File: src/rtl/piso_pkg.sv
// piso_pkg: shared constants, shifter state type and counter-width helper for piso_stream_ser
package piso_pkg;
  localparam logic ORDER_MSB_FIRST = 1'b0;
  localparam logic ORDER_LSB_FIRST = 1'b1;
  typedef enum logic {IDLE = 1'b0, SHIFT = 1'b1} sh_state_t;
  function automatic int cnt_width(int w);
    return w > 2 ? $clog2(w) : 1;
  endfunction
endpackage

File: src/rtl/piso_stream_ser_if.sv
// piso_stream_ser_if: parallel word handshake (s_valid/s_ready, s_data, s_lsb_first)
// master = producer side, slave = serializer side
interface piso_stream_ser_if #(parameter int WIDTH = 8);
  logic s_valid;
  logic s_ready;
  logic s_lsb_first;
  logic [WIDTH-1:0] s_data;
  modport master(output s_valid, s_data, s_lsb_first, input s_ready);
  modport slave(input s_valid, s_data, s_lsb_first, output s_ready);
endinterface

File: src/rtl/piso_hold_buf.sv
// piso_hold_buf: one-entry valid/ready register slice
// ports: in_valid/in_ready/in_data push side, out_valid/out_data/out_pop drain side
module piso_hold_buf #(parameter int W = 9) (
  input  logic         clk,
  input  logic         rst_n,
  input  logic         in_valid,
  output logic         in_ready,
  input  logic [W-1:0] in_data,
  output logic         out_valid,
  output logic [W-1:0] out_data,
  input  logic         out_pop
);
  // ready comes straight from the full flag, so push and pop never coincide
  assign in_ready = !out_valid;
  always_ff @(posedge clk or negedge rst_n)
    if (!rst_n) begin
      out_valid <= 1'b0;
      out_data  <= '0;
    end else if (in_valid && in_ready) begin
      out_valid <= 1'b1;
      out_data  <= in_data;
    end else if (out_pop) out_valid <= 1'b0;
endmodule

File: src/rtl/piso_stream_ser.sv
// piso_stream_ser: WIDTH-bit word to serial stream, per-word MSB/LSB order, gapless back-to-back frames
// ports: clk, rst_n (async active-low), s (word handshake, slave), ser_en (downstream advance),
//        ser_out/ser_valid/ser_last (serial bit + flags), busy (shifter or hold buffer occupied)
module piso_stream_ser import piso_pkg::*; #(
  parameter int   WIDTH      = 8,
  parameter logic IDLE_LEVEL = 1'b0
) (
  input  logic               clk,
  input  logic               rst_n,
  piso_stream_ser_if.slave   s,
  input  logic               ser_en,
  output logic               ser_out,
  output logic               ser_valid,
  output logic               ser_last,
  output logic               busy
);
  localparam int CW = cnt_width(WIDTH);
  logic             hold_full;
  logic [WIDTH:0]   hold_word;
  logic             hold_lsb;
  logic [WIDTH-1:0] hold_data;
  logic [WIDTH-1:0] sh_data;
  logic             sh_lsb;
  logic [CW-1:0]    bit_cnt;
  sh_state_t        state;
  logic             sh_active;
  logic             at_end;
  logic             pop;
  piso_hold_buf #(.W(WIDTH + 1)) u_hold (
    .clk      (clk),
    .rst_n    (rst_n),
    .in_valid (s.s_valid),
    .in_ready (s.s_ready),
    .in_data  ({s.s_lsb_first, s.s_data}),
    .out_valid(hold_full),
    .out_data (hold_word),
    .out_pop  (pop)
  );
  assign hold_lsb  = hold_word[WIDTH];
  assign hold_data = hold_word[WIDTH-1:0];
  assign sh_active = state == SHIFT;
  assign at_end    = sh_active && bit_cnt == CW'(WIDTH - 1);
  // reload on idle regardless of ser_en, or on the final enabled bit so frames abut
  assign pop       = hold_full && (!sh_active || (ser_en && at_end));
  assign ser_valid = sh_active;
  assign ser_last  = at_end;
  assign busy      = sh_active || hold_full;
  assign ser_out   = sh_active ? (sh_lsb == ORDER_LSB_FIRST ? sh_data[0] : sh_data[WIDTH-1]) : IDLE_LEVEL;
  always_ff @(posedge clk or negedge rst_n)
    if (!rst_n) begin
      state   <= IDLE;
      sh_data <= '0;
      sh_lsb  <= 1'b0;
      bit_cnt <= '0;
    end else if (pop) begin
      state   <= SHIFT;
      sh_data <= hold_data;
      sh_lsb  <= hold_lsb;
      bit_cnt <= '0;
    end else if (sh_active && ser_en) begin
      state   <= at_end ? IDLE : SHIFT;
      sh_data <= sh_lsb == ORDER_LSB_FIRST ? sh_data >> 1 : sh_data << 1;
      bit_cnt <= at_end ? '0 : bit_cnt + 1'b1;
    end
endmodule

File: src/flat_wrapper.sv
// flat-port wrapper written by rule: the top's interface ports become plain ports
module piso_stream_ser_flat import piso_pkg::*;
#(
  parameter int   WIDTH      = 8,
  parameter logic IDLE_LEVEL = 1'b0
)
  (clk, rst_n, ser_en, ser_out, ser_valid, ser_last, busy, s_s_valid, s_s_data, s_s_lsb_first, s_s_ready);
  piso_stream_ser_if #(.WIDTH(WIDTH)) s_i ();
  input  logic clk;
  input  logic rst_n;
  input  logic ser_en;
  output logic ser_out;
  output logic ser_valid;
  output logic ser_last;
  output logic busy;
  input wire logic [$bits(s_i.s_valid)-1:0] s_s_valid;
  input wire logic [$bits(s_i.s_data)-1:0] s_s_data;
  input wire logic [$bits(s_i.s_lsb_first)-1:0] s_s_lsb_first;
  output wire logic [$bits(s_i.s_ready)-1:0] s_s_ready;
  assign s_i.s_valid = s_s_valid;
  assign s_i.s_data = s_s_data;
  assign s_i.s_lsb_first = s_s_lsb_first;
  assign s_s_ready = s_i.s_ready;
  piso_stream_ser #(.WIDTH(WIDTH), .IDLE_LEVEL(IDLE_LEVEL)) u_core (.clk(clk), .rst_n(rst_n), .s(s_i), .ser_en(ser_en), .ser_out(ser_out), .ser_valid(ser_valid), .ser_last(ser_last), .busy(busy));
endmodule
File: config.mk
export PLATFORM = sky130hd
export DESIGN_NAME = piso_stream_ser_flat
export DESIGN_NICKNAME = d
export VERILOG_FILES = /design/src/rtl/piso_pkg.sv /design/src/rtl/piso_stream_ser_if.sv /design/src/rtl/piso_hold_buf.sv /design/src/rtl/piso_stream_ser.sv /design/src/flat_wrapper.sv
export SDC_FILE = /design/constraint.sdc
export NUM_CORES = 1
export LEC_CHECK = 0
export CAP_MARGIN = 0
export CORE_MARGIN = 1
export CORE_UTILIZATION = 45
export CTS_BUF_LIST = sky130_fd_sc_hd__clkbuf_8
export CTS_CLUSTER_SIZE = 30
export DETAILED_ROUTE_END_ITERATION = 12
export HOLD_SLACK_MARGIN = 0.08
export PLACE_DENSITY = 0.79
export SLEW_MARGIN = 20
export SYNTH_ARGS = -nofsm -noshare
export SYNTH_HDL_FRONTEND = slang
export SYNTH_SLANG_ARGS = --single-unit
File: constraint.sdc
create_clock -name clk -period 1.55 [get_ports clk]
set_clock_uncertainty 0.05 [all_clocks]
set_input_delay 0.31 -clock clk [delete_from_list [all_inputs] [get_ports clk]]
set_output_delay 0.31 -clock clk [all_outputs]
set_load 0.005 [all_outputs]
==> results.md, run 1 <==
- Status: finished with violations
- Failing checks: setup timing
- Die area: 2770 um^2
- Reg-to-Reg End: u_core.sh_data[0]
- Synth cell types: 26
- Max-slew violations: 0
- Clock buffer count from CTS: 3
- Yosys warns: 0
- Post-DP Area: 1460 um^2
- Worst skew pair latency: 260 ps
- Largest net degree at the start of global routing: 24
- H-tree lvl count: 1
- Initial Util: 0.498
- Hold_ws: 336 ps
- Worst slew pin tran: 319 ps
- Sequential Power Share: 0.459
- GPL Wtd Cong: 0.786
- Sequential share of the synthesized area: 0.498
- Worst hold path type: in2async
- Fmax: 614 MHz
- Crit. Startpoint: u_core.bit_cnt[1]
- WL/cell: 14.1 um
- I/O Buffers: 17
- IO Pins: 18
- Layout area overhead: 35.5%
- Vias post-DR: 931
- Drt first pass iters: 4
- Worst setup margin: -77.8 ps
- Relative slew slack: 0.787
- Vias in the first global route: 996
- Initial antenna violation count: 0
- CP endpoint: ser_last
- R2r setup slk: -70 ps
- WP data required: 1190 ps
- DRC: 0
- CP Launch Type: flop
- Detailed Route Iter0 Violations: 8
- Reg clk slew, reported paths: 80 ps
- RSZ-0062 raised after global routing: true
- Pint: 1.48 mW
- P_leak: 0.719 nW
- CTS tree: built
- Core Footprint: 2320 um^2
- Final setup viols: 10
- CP Class: reg2out
- First-pass GRT wire length: 4070 um
- Net Sw Power: 0.694 mW
- Die Height: 52.7 um
- Hold Violations, Final: 0
- Logic pwr share: 0.373
- Final wirelength: 2420 um
- #FFs+latches synth: 23
- FF-to-FF Start: u_core.bit_cnt[1]
- Sw Share: 0.320
- Final min period: 1630 ps
- CP endpoint kind: output port
- Final period util: 1.05
- Max Cap Viol: 0
- Synth Area per Inst: 10.7 um^2
- Die Span X: 52.7 um
- Synthesized instance count: 108
- Fin nets: 160
- VDD IR max: 0.910 mV
- Post-cts hold buffer count: 0
- Placed wire-length estimate: 1740 um
- Clock network fraction of total power: 0.168
- R2R depth: 5
- CP arrival: 1270 ps
- Std-Cell Rows: 17
- # clock sinks: 23
- Design area: 1570 um^2
- Setup TNS: -505 ps
- Gr ovfl total: 0
- Post-Syn Area: 1150 um^2
- # diodes: 0
- Critical path peak fanout: 3
- Power density cells: 1390 nW/um^2
- Core Util, Final: 0.675
- Mapped Nets: 123
- Max Root-Sink Buffers: 2
- Overall Global Routing Usage: 0.205
- Vias/cell: 5.41
- CTS root buf: clkbuf_8
- Post-DRT Antenna Nets: 0
- Layout cells sized above 1: 0.299
## routing by layer
metal,GRT usage,vias up,part of all wire
met5,0,-,0
met4,0.0921,0,0.021
met3,0.0377,7,0.029
met2,0.382,19,0.51
met1,0.221,449,0.44
li1,-,456,-
## worst max-delay path: stages, from the launching register on
cell     delay (ps)
dfrtp_1         400
ha_2            200
ha_4            170
and2_4          130
buf_6           100
## repair_timing
item	4_1_cts	5_1_grt
gates resized for setup	21	7
endpoints found under the setup margin	15	12
hold endpoints to repair	0	0
pin swaps	4	4
buffers inserted	5	1
## layout make-up
type                    count  area, um^2
multi-input cells          70         552
flip-flops and latches     23         576
clock buffers               3        41.3
repair buffers             39         328
clock inverters             1        3.75
fillers                   186         753
inverters                   8        30.0
well taps                  28        35.0
## how the worst min path moves through the flow
| stage | cells past startpoint | endpoint | startpoint |
|---|---|---|---|
| finish | 2 | u_core.u_hold.out_data[7] | rst_n |
| global route | 2 | u_core.u_hold.out_data[7] | rst_n |
| CTS | 2 | u_core.sh_data[1] | rst_n |
| detailed placement | 2 | u_core.bit_cnt[1] | u_core.bit_cnt[1] |
| global placement | 2 | u_core.bit_cnt[1] | u_core.bit_cnt[1] |
| floorplan | 0 | u_core.bit_cnt[0] | rst_n |
## per-stage QoR
stage          instances  setup WS [ps]  total power [mW]
2_1_floorplan        108          -48.2              1.47
3_3_place_gp         162           -165              1.70
3_5_place_dp         162           -244              1.75
4_1_cts              171           -107              2.14
5_1_grt              172           -125              2.31
6_report             172          -77.8              2.17
## power by group through the flow
stage / registers (mW) / clock network (mW) / logic, mW
global route: 1.02 / 0.389 / 0.904
CTS: 0.995 / 0.374 / 0.769
floorplan: 0.962 / 0 / 0.506
detailed placement: 1.00 / 0 / 0.749
finish: 0.996 / 0.365 / 0.810
global placement: 0.995 / 0 / 0.709
## logic make-up after synthesis
logic type | Yosys count | synth area share
adder cells (fa/ha/maj) | 2 | 0.0217
AND/OR/NAND/NOR | 25 | 0.116
AO/OA/AOI/OAI | 31 | 0.178
multiplexers | 12 | 0.119
flip-flops | 23 | 0.498
buffers and inverters | 15 | 0.0672
## cells in the mapped netlist, drive strengths merged
master | n | area, um^2
a31oi | 6 | 37.5
nor2 | 1 | 3.75
mux2 | 4 | 45.0
nand4b | 2 | 17.5
inv | 8 | 30.0
o21a | 1 | 7.51
buf | 5 | 40.0
mux2i | 8 | 92.6
nand2 | 13 | 48.8
and2 | 1 | 6.26
a21boi | 1 | 7.51
ha | 2 | 25.0
dfrtp | 23 | 576
or2 | 1 | 6.26
a221o | 2 | 20.0
clkbuf | 2 | 7.51
a21bo | 1 | 10.0
and3 | 2 | 17.5
o21ai | 14 | 70.1
nor2b | 3 | 18.8
a22o | 6 | 52.6
nor3b | 2 | 15.0
## flip-flops by register name, indices dropped and copies added, names as in the netlist
signal,count
u_core.u_hold.out_data,9
u_core.sh_data,8
u_core.bit_cnt,3
u_core.ser_valid,1
u_core.sh_lsb,1
u_core.u_hold.out_valid,1
## placed cells by master (no fill, tap or decap), types with 2 or more instances in the layout
cell / n
dfrtp_1: 23
buf_4: 21
nand2_1: 12
clkdlybuf4s50_1: 12
inv_1: 9
o21ai_0: 8
mux2i_1: 7
a31oi_1: 6
a22o_1: 6
o21ai_1: 5
nor2b_1: 3
mux2_2: 3
clkbuf_8: 3
nand4b_1: 2
nor3b_1: 2
and3_4: 2
a221o_1: 2
dlygate4sd2_1: 2
buf_6: 2
No activity file was read; power rests on OpenSTA's default activity.
==> inputs of run 2 (changes only) <==
--- a/config.mk
+++ b/config.mk
@@ -6,13 +6,12 @@
 export NUM_CORES = 1
 export LEC_CHECK = 0
 export CAP_MARGIN = 0
-export CORE_MARGIN = 1
-export CORE_UTILIZATION = 45
+export CORE_MARGIN = 10
+export CORE_UTILIZATION = 49
 export CTS_BUF_LIST = sky130_fd_sc_hd__clkbuf_8
 export CTS_CLUSTER_SIZE = 30
 export DETAILED_ROUTE_END_ITERATION = 12
-export HOLD_SLACK_MARGIN = 0.08
-export PLACE_DENSITY = 0.79
+export PLACE_DENSITY = 0.85
 export SLEW_MARGIN = 20
 export SYNTH_ARGS = -nofsm -noshare
 export SYNTH_HDL_FRONTEND = slang
==> run 2 against run 1 <==
The run still ends with setup timing left. Flip-flop and latch count stayed put. Setup slack worse by 80 ps. Register-to-register slack got worse by 90 ps. Sequential power about the same.
==> results.md, run 2 (synthesized netlist as in run 1, its figures left out) <==
- Status: finished with violations
- Failing checks: setup timing
- CTS tree: built
- Placed wire-length estimate: 1830 um (+5.4%)
- Final min period: 1710 ps (+79.7 ps)
- Layout cells sized above 1: 0.326 (+0.0278)
- Die area: 4700 um^2 (+69%)
- Pre-CTS worst setup slack: -221 ps (+23.2 ps)
- Die Height: 68.5 um (+30%)
- CTS root buf: clkbuf_8
- Fin nets: 160 (unchanged)
- CP endpoint kind: flop
- IO Pins: 18 (unchanged)
- Setup TNS: -1100 ps (-591 ps)
- Ordered cell list for the critical path: ha_2 > ha_4 > buf_6 > a21bo_4 > and3_4 > a221o_1
- Relative slew slack: 0.819 (+0.0313)
- Drt first pass iters: 4 (unchanged)
- Initial antenna violation count: 0 (unchanged)
- Core Footprint: 2230 um^2 (-3.7%)
- Reg clk slew, reported paths: 80 ps (about the same)
- Max Root-Sink Buffers: 2 (unchanged)
- Net Sw Power: 0.757 mW (+9.1%)
- Power density cells: 1350 nW/um^2 (-2.3%)
- # diodes: 0 (unchanged)
- Final period util: 1.10 (+0.0515)
- Std-Cell Rows: 17 (unchanged)
- GPL Wtd Cong: 0.759 (-3.4%)
- Overall Global Routing Usage: 0.125 (-0.0801)
- Clock network fraction of total power: 0.165 (-0.003)
- Logic pwr share: 0.388 (+0.015)
- Clock buffer count from CTS: 3 (unchanged)
- Most flops, register: u_core.u_hold.out_data
- Hold Violations, Final: 0 (unchanged)
- Gr ovfl total: 0 (unchanged)
- R2R depth: 6 (+1)
- Dpl cells: 160 (-1.2%)
- Vias/cell: 5.70 (+5.3%)
- Power Total: 2.24 mW (+3.1%)
- Vias post-DR: 980 (+5.3%)
- Layout area overhead: 43.1%
- Max Cap Viol: 0 (unchanged)
- P_leak: 0.733 nW (+1.9%)
- Detailed Route Iter0 Violations: 42 (+34)
- H-tree lvl count: 1 (unchanged)
- Die Span X: 68.5 um (+30%)
- Crit-path max cell delay: 390 ps (about the same)
- Pint: 1.48 mW (+0.33%)
- CP Launch Type: flop
- Vias in the first global route: 962 (-3.4%)
- Critical path peak fanout: 6 (+3)
- # clock sinks: 23 (unchanged)
- Commonest non-fill, non-tap cell in the layout: dfrtp_1
- Max-slew violations: 0 (unchanged)
- Fmax: 586 MHz (-4.7%)
- CP arrival: 1810 ps (+540 ps)
- Post-route insts no fill: 172 (unchanged)
- Final setup viols: 11 (+1)
- DRC: 0 (unchanged)
- Max reg flops: 9 (unchanged)
- Worst setup margin: -157 ps (-79.7 ps)
- First-pass GRT wire length: 4570 um (+12%)
- CP Class: reg2reg
- WL/cell: 16.3 um (+16%)
- Worst slew pin tran: 267 ps (-52.0 ps)
- Initial Util: 0.517 (+0.0190)
- Worst hold path type: in2async
- Most frequent cells in the layout: 22 x dfrtp_1, 15 x buf_4, 13 x o21ai_0, 12 x nand2_1, 12 x clkdlybuf4s50_1
- Sequential Power Share: 0.447 (-0.012)
- WP data required: 1650 ps (+460 ps)
- Post-DRT Antenna Nets: 0 (unchanged)
- RSZ-0062 raised after global routing: true
- VDD IR max: 0.980 mV (+7.6%)
- I/O Buffers: 17 (unchanged)
- Largest net degree at the start of global routing: 24 (unchanged)
- Slowest CP cell: dfrtp_1
- Worst skew pair latency: 260 ps (about the same)
- Sw Share: 0.338 (+0.0184)
- Final wirelength: 2800 um (+16%)
- Post-cts hold buffer count: 0 (unchanged)
- Biggest regs: u_core.u_hold.out_data: 9 flops, u_core.sh_data: 8 flops, u_core.bit_cnt: 3 flops
==> run 2: changes by cell type in the layout (fill, tap and decap cells not counted), sizes merged <==
| cell | before | now |
|---|---|---|
| buf | 24 | 23 |
| clkbuf | 4 | 5 |
| dlygate4sd2 | 2 | 1 |
| clkdlybuf4s15 | 0 | 1 |
==> run 2: area by class of cell <==
cell class                 count  area [um^2]
timing repair buffer          39          354
inverter                       8         30.0
fill                         161          581
tap                           28         35.0
clock buffer                   3         41.3
clock inverter                 1         3.75
sequential                    23          577
multi-input combinational     70          612
==> run 2: per-stage QoR <==
step	instance area, um^2	util	hold slack [ps]
floorplan	1180	-	-35.6
global placement	1460	0.653	419
detailed placement	1460	0.653	422
CTS	1600	0.715	351
global route	1650	0.740	364
finish	1650	0.740	339
==> run 2: layer usage <==
layer  up-vias  GRT usage  routed length, um
met4         0     0.0352                 19
met5         -          0                  0
met2        34      0.214               1410
li1        457          -                  -
met1       487      0.151               1210
met3         2     0.0322                160
==> run 2: path summary, 6_finish.rpt <==
kind	start	endpoint	slack (ps)
hold reg to reg	u_core.u_hold.out_data[0]	u_core.u_hold.out_data[0]	470
setup / recovery	u_core.bit_cnt[1]	u_core.sh_data[0]	-160
setup reg to reg	u_core.bit_cnt[1]	u_core.sh_data[0]	-160
hold / removal	rst_n	u_core.ser_valid	340
max in group asynchronous	rst_n	u_core.ser_valid	870
min in group clk	u_core.u_hold.out_data[0]	u_core.u_hold.out_data[0]	470
==> run 2: power groups by stage <==
stage          Combinational, mW  Sequential [mW]  Clock (mW)
6_report                   0.868             1.00       0.369
5_1_grt                    0.964             1.03       0.395
4_1_cts                    0.802            0.998       0.362
3_5_place_dp               0.754             1.01           0
3_3_place_gp               0.715            0.995           0
2_1_floorplan              0.506            0.962           0
==> run 2: repair_timing <==
action	in CTS	in global routing
gates resized for setup	22	11
setup endpoints to repair	13	15
setup buffers	7	1
pin swaps	12	9
==> run 2: worst max-delay path, delay by kind of cell (launching register included) <==
family	cells	cell delay [ps]
AOI/OAI and AO/OA	2	510
DFF	1	390
adders and majority gates	2	350
and+or+nand+nor	1	180
buffers and inverters	1	110
